<file path="config.mk">
export PLATFORM = sky130hd
export DESIGN_NAME = pipe_stage_reg
export DESIGN_NICKNAME = d
export VERILOG_FILES = /design/src/rtl/pipe_stage_reg_pkg.sv /design/src/rtl/pipe_stage_reg_slot.sv /design/src/rtl/pipe_stage_reg.sv
export SDC_FILE = /design/constraint.sdc
export NUM_CORES = 1
export LEC_CHECK = 0
export CAP_MARGIN = 20
export CORE_UTILIZATION = 26
export DETAILED_ROUTE_END_ITERATION = 6
export PLACE_DENSITY_LB_ADDON = 0.3
export SLEW_MARGIN = 10
export SYNTH_ARGS = -nofsm -noshare
export SYNTH_HDL_FRONTEND = slang
export SYNTH_SLANG_ARGS = --single-unit
</file>
<file path="constraint.sdc">
create_clock -name clk -period 3.12 [get_ports clk]
set_input_delay 0.312 -clock clk [delete_from_list [all_inputs] [get_ports clk]]
set_output_delay 0.312 -clock clk [all_outputs]
set_load 0.005 [all_outputs]
</file>
<file path="src/rtl/pipe_stage_reg_pkg.sv">
// Shared pipeline-stage definitions: default widths, control-bundle field
// offsets and the all-zero NOP control encoding.
package pipe_stage_reg_pkg;

  localparam int unsigned CTRL_W_DEF = 21;
  localparam int unsigned DATA_W_DEF = 20;
  localparam int unsigned CNT_W_DEF  = 16;

  // Control-bundle layout, LSB first
  localparam int unsigned CTRL_MUX2_OFS       = 0;
  localparam int unsigned CTRL_MUX3_OFS       = 1;
  localparam int unsigned CTRL_MUX4_OFS       = 2;
  localparam int unsigned CTRL_MUX5_OFS       = 3;
  localparam int unsigned CTRL_MUX6_OFS       = 4;
  localparam int unsigned CTRL_REG_BANK_OFS   = 5;   // 3 bits
  localparam int unsigned CTRL_DATA_MEM_OFS   = 8;   // 2 bits
  localparam int unsigned CTRL_COMPARATOR_OFS = 10;  // 3 bits
  localparam int unsigned CTRL_REG_FLAGS_OFS  = 13;  // 4 bits
  localparam int unsigned CTRL_ALU_OFS        = 17;  // 4 bits

  localparam logic [CTRL_W_DEF-1:0] CTRL_NOP = '0;

endpackage

</file>
<file path="src/rtl/pipe_stage_reg_slot.sv">
// One pipeline entry: valid bit plus control bundle and data word.
// clear_ctrl invalidates and writes NOP control; data is left untouched.
module pipe_slot
  import pipe_stage_reg_pkg::*;
#(
  parameter int unsigned CTRL_W = CTRL_W_DEF,
  parameter int unsigned DATA_W = DATA_W_DEF
) (
  input  logic              clk,
  input  logic              rst,
  input  logic              load,
  input  logic              clear_ctrl,
  input  logic [CTRL_W-1:0] ld_ctrl,
  input  logic [DATA_W-1:0] ld_data,
  output logic              valid,
  output logic [CTRL_W-1:0] ctrl,
  output logic [DATA_W-1:0] data
);

  logic              valid_q, valid_d;
  logic [CTRL_W-1:0] ctrl_q,  ctrl_d;
  logic [DATA_W-1:0] data_q,  data_d;

  always_comb begin
    valid_d = valid_q;
    ctrl_d  = ctrl_q;
    data_d  = data_q;
    if (clear_ctrl) begin
      valid_d = 1'b0;
      ctrl_d  = CTRL_W'(CTRL_NOP);
    end else if (load) begin
      valid_d = 1'b1;
      ctrl_d  = ld_ctrl;
      data_d  = ld_data;
    end
  end

  always_ff @(posedge clk) begin
    if (rst) begin
      valid_q <= 1'b0;
      ctrl_q  <= '0;
      data_q  <= '0;
    end else begin
      valid_q <= valid_d;
      ctrl_q  <= ctrl_d;
      data_q  <= data_d;
    end
  end

  assign valid = valid_q;
  assign ctrl  = ctrl_q;
  assign data  = data_q;

endmodule

</file>
<file path="src/rtl/pipe_stage_reg.sv">
// Generic pipeline stage register with valid/ready, flush-to-bubble and a
// saturating stall counter. Define PIPE_SKID_EN for a registered-ready skid entry.
module pipe_stage_reg
  import pipe_stage_reg_pkg::*;
#(
  parameter int unsigned CTRL_W = CTRL_W_DEF,
  parameter int unsigned DATA_W = DATA_W_DEF,
  parameter int unsigned CNT_W  = CNT_W_DEF
) (
  input  logic              clk,
  input  logic              rst,
  input  logic              flush,
  input  logic              in_valid,
  output logic              in_ready,
  input  logic [CTRL_W-1:0] in_ctrl,
  input  logic [DATA_W-1:0] in_data,
  output logic              out_valid,
  input  logic              out_ready,
  output logic [CTRL_W-1:0] out_ctrl,
  output logic [DATA_W-1:0] out_data,
  input  logic              cnt_clr,
  output logic [CNT_W-1:0]  stall_cnt
);

  logic              main_valid;
  logic [CTRL_W-1:0] main_ctrl;
  logic [DATA_W-1:0] main_data;
  logic              up_xfer, main_load, main_clear;
  logic [CTRL_W-1:0] main_ld_ctrl;
  logic [DATA_W-1:0] main_ld_data;

`ifdef PIPE_SKID_EN
  logic              skid_valid, skid_load, skid_clear;
  logic [CTRL_W-1:0] skid_ctrl;
  logic [DATA_W-1:0] skid_data;

  // Main is always refilled from skid first, so skid_valid implies main_valid
  always_comb begin
    in_ready     = ~skid_valid;
    up_xfer      = in_valid & in_ready;
    main_ld_ctrl = in_ctrl;
    main_ld_data = in_data;
    if (skid_valid) begin
      main_load    = ~flush & out_ready;
      main_ld_ctrl = skid_ctrl;
      main_ld_data = skid_data;
    end else begin
      main_load    = ~flush & up_xfer & (~main_valid | out_ready);
    end
    main_clear = flush | (main_valid & out_ready & ~main_load);
    skid_load  = ~flush & up_xfer & main_valid & ~out_ready;
    skid_clear = flush | (skid_valid & out_ready);
  end

  pipe_slot #(.CTRL_W(CTRL_W), .DATA_W(DATA_W)) u_skid (
    .clk        (clk),
    .rst        (rst),
    .load       (skid_load),
    .clear_ctrl (skid_clear),
    .ld_ctrl    (in_ctrl),
    .ld_data    (in_data),
    .valid      (skid_valid),
    .ctrl       (skid_ctrl),
    .data       (skid_data)
  );
`else
  always_comb begin
    in_ready     = ~main_valid | out_ready;
    up_xfer      = in_valid & in_ready;
    main_load    = ~flush & up_xfer;
    main_clear   = flush | (main_valid & out_ready & ~up_xfer);
    main_ld_ctrl = in_ctrl;
    main_ld_data = in_data;
  end
`endif

  pipe_slot #(.CTRL_W(CTRL_W), .DATA_W(DATA_W)) u_main (
    .clk        (clk),
    .rst        (rst),
    .load       (main_load),
    .clear_ctrl (main_clear),
    .ld_ctrl    (main_ld_ctrl),
    .ld_data    (main_ld_data),
    .valid      (main_valid),
    .ctrl       (main_ctrl),
    .data       (main_data)
  );

  logic [CNT_W-1:0] cnt_q, cnt_d;

  always_comb begin
    cnt_d = cnt_q;
    if (cnt_clr)
      cnt_d = '0;
    else if (main_valid && !out_ready && (cnt_q != '1))
      cnt_d = cnt_q + CNT_W'(1);
  end

  always_ff @(posedge clk) begin
    if (rst) cnt_q <= '0;
    else     cnt_q <= cnt_d;
  end

  assign out_valid = main_valid;
  assign out_ctrl  = main_ctrl;
  assign out_data  = main_data;
  assign stall_cnt = cnt_q;

endmodule

</file>
==> impl_metrics.ini <==
[global_route]
grt_antenna_before_repair = 0
grt_max_degree = 42
grt_usage = 0.1388
overflow = 0
grt_pass1_vias = 2037
grt_pass1_wl_mm = 9.515

[worst_setup_path]
worstSetupPathType = reg2reg
critPathRequiredTime_ns = 3.38
critical_path_arrival_ns = 2.28
cp-start-kind = flip-flop
endpoint_kind = flip-flop
cp_max_fo = 6

[synth]
yosysMostFrequentCell = nand2_1
synth_top_cell_by_area = dfxtp_1
syn_nets = 332
synth_common_cells = 92 x nand2_1, 58 x dfxtp_1, 50 x a21oi_1
synth_seq_area_share = 0.5093
synth_cell_types = 32
synth_area_leaders = dfxtp_1 51%, nand2_1 15%, a21oi_1 11%, clkbuf_1 2.5%, mux2i_1 1.8%
synth_top_area_frac = 0.5093
ys.warnings.count = 0
avgSynthCellArea_um2 = 8.027
synth_area_um2 = 2280
synth-edff-count = 0
ys_ff_latch = 58
synthCells = 284
synth_top_flop_cell = dfxtp_1
async_reset_ff_frac = 0

[layout]
fin_util = 0.4430
nets = 438
sequential_cell_area_um2 = 1161
insertedDiodeCount = 0
drive_gt1_frac = 0.07089
n_fill_cell = 868
area_growth_syn_to_layout_pct = 62.07
multi_input_area_um2 = 1051

[timing]
worst_pin_slew_ns = 0.7983
fin_skew_ns = 0.006901
fin_crit_ns = 2.018
slew_headroom = 0.4637
fin_setup_tns_ns = 0
slew_viol_final = 0
setup_ws_ns = 1.102
rsz0062_at_grt = false
setup_viol = 0
period_share = 0.6467
fmax_mhz = 495.6
hold_viol = 0

[floorplan]
die_h_um = 95.64
initial_core_util = 0.2733
die-area_um2 = 9146
ioPinCount = 106
core_um2 = 8341
placementRows = 33
die_x_um = 95.64

[placed_design]
gp_congestion = 0.7698
hpwl_mm = 4.436
dpl_worst_slack_ns = 0.8998
portBuffers = 105

[flow_run]
maxCapViolCount = 0

[status]
status = complete, no violations

[clocking]
holdBufCountCts = 0
cts.sinks = 58
clk_latency_ns = 0.33
cts_tree = yes
cts_root_buffer = clkbuf_8
clkTransAtPathRegs_ns = 0.07
cts_buffers = 9
postCtsResizedCells = 0
cts_htree_levels = 3
postCtsSetupRepairBufs = 0
clock_path_buffers = 2

[drt]
wl_per_cell_um = 12.78
top_layer_used = met4
antenna_left = 0
m1WireLength_mm = 2.837
drt-initial-drc-count = 121
route.met3.wl_um = 593
drc_errors = 0
drt-pass1-iter-count = 4
met2_length_mm = 2.870
via_per_inst = 4.740
num_vias = 2370
wirelength_mm = 6.389

[power_and_ir_drop]
total_power_mw = 1.802
power.density_nw_per_um2 = 487.7
peakVddDrop_v = 0.0001880
p_leak_nw = 1.302

[worst_hold_path]
min_path_type = reg2reg
## final cells by class
cell class              instances  area share
clock buffers                  11     0.04098
clock inverters                 5     0.02709
inverters                       3    0.003048
multi-input cells             208      0.2845
flip-flops and latches         58      0.3143
well taps                     105     0.03556
repair buffers                110      0.2946
## worst max-delay path: stages, from the launching register on
cell     delay, ns
dfxtp_1       0.42
ha_1          0.26
nand3_1       0.20
or3_4         0.41
or4_1         0.52
a21oi_1       0.15
## state kept, by name, summed over array words and instances, names as in the netlist
name,cells
u_main.ctrl,21
u_main.valid,1
stall_cnt,16
u_main.data,20
## metal layers
| layer | vias to the layer above | track usage |
|---|---|---|
| met5 | - | 0 |
| met4 | 0 | 0.06343 |
| met3 | 7 | 0.05423 |
| met2 | 93 | 0.2101 |
| met1 | 1080 | 0.1727 |
| li1 | 1190 | - |
## per-stage QoR
step / area [um2] / instances / hold slack (ns)
floorplan: 2280 / 284 / 0.4480
global placement: 3443 / 484 / 0.4408
detailed placement: 3443 / 484 / 0.4457
CTS: 3695 / 500 / 0.4548
global route: 3695 / 500 / 0.4698
finish: 3695 / 500 / 0.4529
## final timing paths
kind / start / endpoint / slack, ns / cells after the start
setup / recovery: stall_cnt[0]$_SDFFE_PP0P_ / stall_cnt[14]$_SDFFE_PP0P_ / 1.10 / 5
hold / removal: u_main.ctrl[19]$_SDFFE_PP0P_ / u_main.ctrl[19]$_SDFFE_PP0P_ / 0.45 / 2
setup reg to reg: stall_cnt[0]$_SDFFE_PP0P_ / stall_cnt[14]$_SDFFE_PP0P_ / 1.10 / 5
hold reg to reg: u_main.ctrl[19]$_SDFFE_PP0P_ / u_main.ctrl[19]$_SDFFE_PP0P_ / 0.45 / 2
## cells in the final DEF (no fill, tap or decap), types with 5 or more instances in the layout
cell / netlist / routed
clkbuf_8: 0 / 11
a21oi_1: 50 / 50
clkdlybuf4s50_1: 0 / 105
nand4_1: 6 / 6
nand3_1: 7 / 7
or3_1: 5 / 5
dfxtp_1: 58 / 58
nand2_1: 92 / 92
buf_4: 0 / 5
nor2_1: 7 / 7
## report_power, final
group | switching, mW | internal [mW]
registers | 0.00879 | 0.759
logic | 0.0643 | 0.0996
clock network | 0.299 | 0.572
total | 0.372 | 1.43
## logic make-up (layout without fill, tap and decap cells)
kind of cell             after synthesis  in the layout  share of synthesized area
AND/OR/NAND/NOR                      137            137                     0.2772
AO/OA/AOI/OAI                         65             65                     0.1570
flip-flops                            58             58                     0.5093
buffers and inverters                 18            129                    0.02964
multiplexers                           4              4                    0.01756
adder cells (fa/ha/maj)                1              1                   0.005488
XOR/XNOR                               1              1                   0.003843
Power figures use the tool's default switching activity.
